File: config.mk
export PLATFORM = sky130hd
export DESIGN_NAME = tick_gen
export DESIGN_NICKNAME = d
export VERILOG_FILES = /design/src/rtl/tick_pkg.sv /design/src/rtl/tick_channel.sv /design/src/rtl/tick_gen.sv
export SDC_FILE = /design/constraint.sdc
export NUM_CORES = 1
export LEC_CHECK = 0
export BUFFER_PORTS_ARGS = -buffer_cell sky130_fd_sc_hd__buf_2
export CAP_MARGIN = 40
export CORE_MARGIN = 2
export CORE_UTILIZATION = 45
export CTS_BUF_LIST = sky130_fd_sc_hd__clkbuf_16
export CTS_CLUSTER_DIAMETER = 30
export DETAILED_ROUTE_END_ITERATION = 16
export PLACE_DENSITY = 0.65
export SLEW_MARGIN = 10
export SYNTH_ARGS = -nofsm -noshare
export SYNTH_HDL_FRONTEND = slang
export SYNTH_SLANG_ARGS = --single-unit
File: constraint.sdc
create_clock -name clock -period 8.4 [get_ports clock]
set_clock_uncertainty 0.05 [all_clocks]
set_input_delay 0.42 -clock clock [delete_from_list [all_inputs] [get_ports clock]]
set_output_delay 0.42 -clock clock [all_outputs]
set_load 0.05 [all_outputs]
File: src/rtl/tick_pkg.sv
// Shared definitions for the tick generator: default accumulator width,
// channel configuration record and a frequency-to-increment helper.
package tick_pkg;

    localparam int ACC_WIDTH_DEFAULT = 32;

    typedef struct packed {
        logic                         en;
        logic [ACC_WIDTH_DEFAULT-1:0] inc;
    } tick_cfg_t;

    // Rounded phase increment giving f_out from f_clk, for building DEFAULT_INC.
    function automatic logic [ACC_WIDTH_DEFAULT-1:0] freq_to_inc(
        input longint unsigned f_out,
        input longint unsigned f_clk
    );
        longint unsigned scaled;
        scaled = ((f_out << ACC_WIDTH_DEFAULT) + (f_clk >> 1)) / f_clk;
        return ACC_WIDTH_DEFAULT'(scaled);
    endfunction

endpackage

File: src/rtl/tick_channel.sv
// One phase-accumulator channel: holds its own enable/increment, emits a
// registered tick on accumulator overflow and a toggle that flips per tick.
module tick_channel
    import tick_pkg::*;
#(
    parameter int                   ACC_WIDTH   = ACC_WIDTH_DEFAULT,
    parameter logic [ACC_WIDTH-1:0] DEFAULT_INC = '0,
    parameter logic                 DEFAULT_EN  = 1'b0
) (
    input  logic                 clock,
    input  logic                 reset,
    input  logic                 load,
    input  logic                 clear,
    input  logic                 cfg_en,
    input  logic [ACC_WIDTH-1:0] cfg_inc,
    output logic                 en,
    output logic [ACC_WIDTH-1:0] inc,
    output logic                 tick,
    output logic                 toggle
);

    logic [ACC_WIDTH-1:0] acc;
    logic [ACC_WIDTH:0]   sum;

    // The extra top bit of the sum is the overflow carry that becomes the tick.
    assign sum = {1'b0, acc} + {1'b0, inc};

    always_ff @(posedge clock) begin
        if (reset) begin
            acc    <= '0;
            en     <= DEFAULT_EN;
            inc    <= DEFAULT_INC;
            tick   <= 1'b0;
            toggle <= 1'b0;
        end else begin
            if (load) begin
                en  <= cfg_en;
                inc <= cfg_inc;
            end
            // A reconfiguration or resync restarts the phase from zero.
            if (load || clear) begin
                acc    <= '0;
                tick   <= 1'b0;
                toggle <= 1'b0;
            end else if (en) begin
                acc  <= sum[ACC_WIDTH-1:0];
                tick <= sum[ACC_WIDTH];
                if (sum[ACC_WIDTH]) begin
                    toggle <= ~toggle;
                end
            end else begin
                tick <= 1'b0;
            end
        end
    end

endmodule

File: src/rtl/tick_gen.sv
// Multi-channel programmable tick generator: decodes configuration writes,
// flags writes to missing channels and provides registered readback.
module tick_gen
    import tick_pkg::*;
#(
    parameter int                            CHANNELS    = 4,
    parameter int                            ACC_WIDTH   = ACC_WIDTH_DEFAULT,
    parameter logic [CHANNELS*ACC_WIDTH-1:0] DEFAULT_INC = '0,
    parameter logic [CHANNELS-1:0]           DEFAULT_EN  = '0
) (
    input  logic                 clock,
    input  logic                 reset,
    input  logic                 cfg_valid,
    input  logic [3:0]           cfg_chan,
    input  logic                 cfg_en,
    input  logic [ACC_WIDTH-1:0] cfg_inc,
    output logic                 cfg_error,
    input  logic                 resync,
    input  logic [3:0]           rd_chan,
    output logic                 rd_en,
    output logic [ACC_WIDTH-1:0] rd_inc,
    output logic [CHANNELS-1:0]  tick,
    output logic [CHANNELS-1:0]  toggle
);

    logic [CHANNELS-1:0]  load;
    logic [CHANNELS-1:0]  ch_en;
    logic [ACC_WIDTH-1:0] ch_inc [CHANNELS];
    logic                 cfg_bad;
    logic                 sel_en;
    logic [ACC_WIDTH-1:0] sel_inc;

    assign cfg_bad = cfg_valid && (int'(cfg_chan) >= CHANNELS);

    for (genvar g = 0; g < CHANNELS; g++) begin : gen_chan
        assign load[g] = cfg_valid && (cfg_chan == 4'(g));

        tick_channel #(
            .ACC_WIDTH  (ACC_WIDTH),
            .DEFAULT_INC(DEFAULT_INC[g*ACC_WIDTH +: ACC_WIDTH]),
            .DEFAULT_EN (DEFAULT_EN[g])
        ) u_chan (
            .clock  (clock),
            .reset  (reset),
            .load   (load[g]),
            .clear  (resync),
            .cfg_en (cfg_en),
            .cfg_inc(cfg_inc),
            .en     (ch_en[g]),
            .inc    (ch_inc[g]),
            .tick   (tick[g]),
            .toggle (toggle[g])
        );
    end

    // Out-of-range readback selects fall through to zero.
    always_comb begin
        sel_en  = 1'b0;
        sel_inc = '0;
        for (int i = 0; i < CHANNELS; i++) begin
            if (rd_chan == 4'(i)) begin
                sel_en  = ch_en[i];
                sel_inc = ch_inc[i];
            end
        end
    end

    always_ff @(posedge clock) begin
        if (reset) begin
            cfg_error <= 1'b0;
            rd_en     <= 1'b0;
            rd_inc    <= '0;
        end else begin
            cfg_error <= cfg_bad;
            rd_en     <= sel_en;
            rd_inc    <= sel_inc;
        end
    end

endmodule

==> impl_metrics.json <==
{
  "wl_met3_um": 3500,
  "worstMarginPinSlew_ns": 0.784,
  "p_leak_nw": 8.44,
  "route.detailed.drc": 0,
  "synthDistinctLibCells": 80,
  "cts_tree": "done",
  "yosysWarnings": 0,
  "crit_family": "compound AO/OA/AOI/OAI gates",
  "peakVddDrop_v": 0.000166,
  "cts_resized": 0,
  "drtPass1Iterations": 5,
  "max_freq_ghz": 0.324,
  "antenna_found_initial": 0,
  "place_area_mm2": 0.0181,
  "fp.dieW_um": 200,
  "crit_start": "gen_chan[1].u_chan.inc[0]$_SDFFE_PP0P_",
  "critical_path_class": "reg -> reg",
  "synth_area_leaders": "dfxtp_1, ha_1, nand2_1",
  "grt_first_pass_wirelength_um": 81600,
  "grt_max_degree": 69,
  "m1WireLength_um": 23000,
  "antenna_left": 0,
  "die_h_um": 200,
  "drtIter0Drc": 1035,
  "setup_tns_ns": 0,
  "swShare_pct": 23.1,
  "dp_hpwl_um": 36600,
  "path_buf_inv": 0,
  "clkSlewWorstSetupHoldPaths_ns": 0.04,
  "nets": 2386,
  "num_vias": 15800,
  "synthToLayoutAreaGrowth_pct": 19.1,
  "hold_viol": 0,
  "worstPathCellList": "ha_1, fa_1, a211oi_1, o21ai_1, nand3_1, a41o_1, o31ai_1, a21oi_1, o22ai_1, xnor2_1, nor2_1",
  "p_seq_share_pct": 32.9,
  "max_cap_viol_count": 0,
  "gr-total-overflow": 0,
  "clockBufferDepth": 3,
  "clkSinkCount": 302,
  "h-tree-depth": 3,
  "core_mm2": 0.0378,
  "fin_crit_sh_pct": 36.8,
  "maxSlewHeadroom_pct": 47.5,
  "power.density_mw_per_mm2": 215,
  "numCtsBuffers": 76,
  "min_period_ns": 3.09,
  "syn-instance-count": 2147,
  "min-delay-start": "cfg_inc[3]",
  "vias_per_cell": 5.67,
  "critical_path_required_ns": 8.81,
  "holdWs_ns": 0.0679,
  "power.switching_w": 0.00102,
  "stdcell_area_mm2": 0.0207,
  "initial_core_util_pct": 45.9,
  "synth_most_common_cell": "nand2_1",
  "fin_cells": 2782,
  "yosys-top-cells-count": "nand2_1, dfxtp_1, a21oi_1, nor2_1, ha_1",
  "cts_root_buf": "clkbuf_16",
  "finalWirelength_um": 51100,
  "clkLatencyLatePin_ns": 0.59,
  "hold_path_class": "in -> reg",
  "synth_seq_cells": 302,
  "rsz0062_at_grt": "false",
  "r2r_start": "gen_chan[1].u_chan.inc[0]$_SDFFE_PP0P_",
  "io_buffers": 86,
  "synth-async-reset-ratio_pct": 0,
  "ctsHoldBuffers": 0,
  "syn_nets": 2324,
  "endpoint_kind": "register",
  "placementRows": 71,
  "grt_usage_pct": 25.2,
  "yosys.area.top_type": "dfxtp_1",
  "cp_slowest_stage_delay_ns": 0.43,
  "synth_edf_count": 0,
  "finalMaxSlewViolations": 0,
  "wl_met2_um": 23000,
  "routedWlPerCell_um": 18.4,
  "yosys.area.top_type_share_pct": 34.8,
  "dieArea_mm2": 0.0401,
  "outcome": "complete, no violations",
  "dp_cells": 2642,
  "clkPwrFrac_pct": 64.1,
  "slowest_stage": "fa_1",
  "syn_area_mm2": 0.0174,
  "crit_fanout": 3,
  "io_pins": 87,
  "ys_seq_area_share_pct": 34.8,
  "start_kind": "register",
  "highest_layer": "met4",
  "setup_viol": 0,
  "ys.flop_type": "dfxtp_1",
  "grt_pass1_vias": 15300,
  "critPathArrivalTime_ns": 3.50,
  "n_antenna_cell": 0,
  "drive_above_1_share_pct": 13.2,
  "routabilityCongestion": 0.917,
  "internal_power_w": 0.00341,
  "power_frac_comb_pct": 3.0,
  "synth_area_per_cell_um2": 8.08,
  "post-cts-setup-buffer-count": 0
}
cell type report:
type | count | area (um^2)
Fill cell | 3556 | 17200
Tap cell | 511 | 639
Inverter | 28 | 105
Timing Repair Buffer | 110 | 633
Clock buffer | 78 | 1950
Sequential cell | 302 | 6050
Multi-Input combinational cell | 1691 | 10700
Clock inverter | 62 | 574
through the flow:
step           total power [W]  util [%]  worst slack (ns)
4_1_cts                0.00447      54.6              5.34
3_3_place_gp           0.00161      47.9              5.10
6_report               0.00444      54.6              5.31
2_1_floorplan          0.00156         -              5.67
3_5_place_dp           0.00162      48.0              5.10
5_1_grt                0.00456      54.6              5.04
cells by family after synthesis:
logic type / count (synthesis) / share of synthesized area, %
XOR/XNOR: 104 / 5.25
adder cells (fa/ha/maj): 132 / 9.69
AND/OR/NAND/NOR: 721 / 17.6
multiplexers: 111 / 6.63
AO/OA/AOI/OAI: 623 / 22.5
buffers and inverters: 154 / 3.53
flip-flops: 302 / 34.8
power groups by stage:
stage	combinational (W)	sequential, W	clock, W
floorplan	0.0000751	0.00148	0
global placement	0.000128	0.00148	0
detailed placement	0.000132	0.00148	0
CTS	0.000132	0.00146	0.00288
global route	0.000144	0.00146	0.00296
finish	0.000134	0.00146	0.00284
layer usage:
layer / up-vias / global-route usage [%]
li1: 7782 / -
met3: 102 / 4.57
met4: 0 / 9.97
met5: - / 0
met1: 7392 / 33.3
met2: 500 / 40.8
registers in the layout (all words and copies together) (netlist names):
signal / flops
gen_chan.u_chan.inc: 128
cfg_error: 1
rd_en: 1
gen_chan.u_chan.acc: 128
gen_chan.u_chan.en: 4
rd_inc: 32
gen_chan.u_chan.tick: 4
gen_chan.u_chan.toggle: 4
layout by cell type (no fill, tap or decap), types with 21 or more instances in the layout:
| master | count |
|---|---|
| nand3_1 | 44 |
| a22oi_1 | 33 |
| mux2i_1 | 79 |
| a21oi_1 | 299 |
| mux2_2 | 32 |
| xnor2_1 | 64 |
| clkbuf_16 | 78 |
| nand2_1 | 405 |
| buf_4 | 24 |
| dfxtp_1 | 301 |
| a21o_1 | 46 |
| inv_1 | 35 |
| buf_2 | 85 |
| o21ai_0 | 73 |
| a211oi_1 | 31 |
| nor2_1 | 161 |
| ha_1 | 128 |
| xor2_1 | 40 |
| nor3_1 | 21 |
worst reg2reg max path, delay by kind of cell, from the launching register on:
kind / cells / cell delay (ns)
AOI/OAI and AO/OA: 6 / 1.53
xor gates and xnor gates: 1 / 0.16
adders and majority gates: 2 / 0.68
DFF: 1 / 0.32
and+or+nand+nor: 2 / 0.21
path summary, 6_finish.rpt:
check                                            end  slack [ns]  cells past startpoint
min reg2reg  gen_chan[0].u_chan.acc[23]$_SDFFE_PP0P_        0.41                      2
max reg2reg   gen_chan[1].u_chan.toggle$_SDFFE_PP0P_        5.31                     11
max           gen_chan[1].u_chan.toggle$_SDFFE_PP0P_        5.31                     11
min           gen_chan[2].u_chan.inc[3]$_SDFFE_PP0P_        0.07                      3
Power figures use the tool's default switching activity.
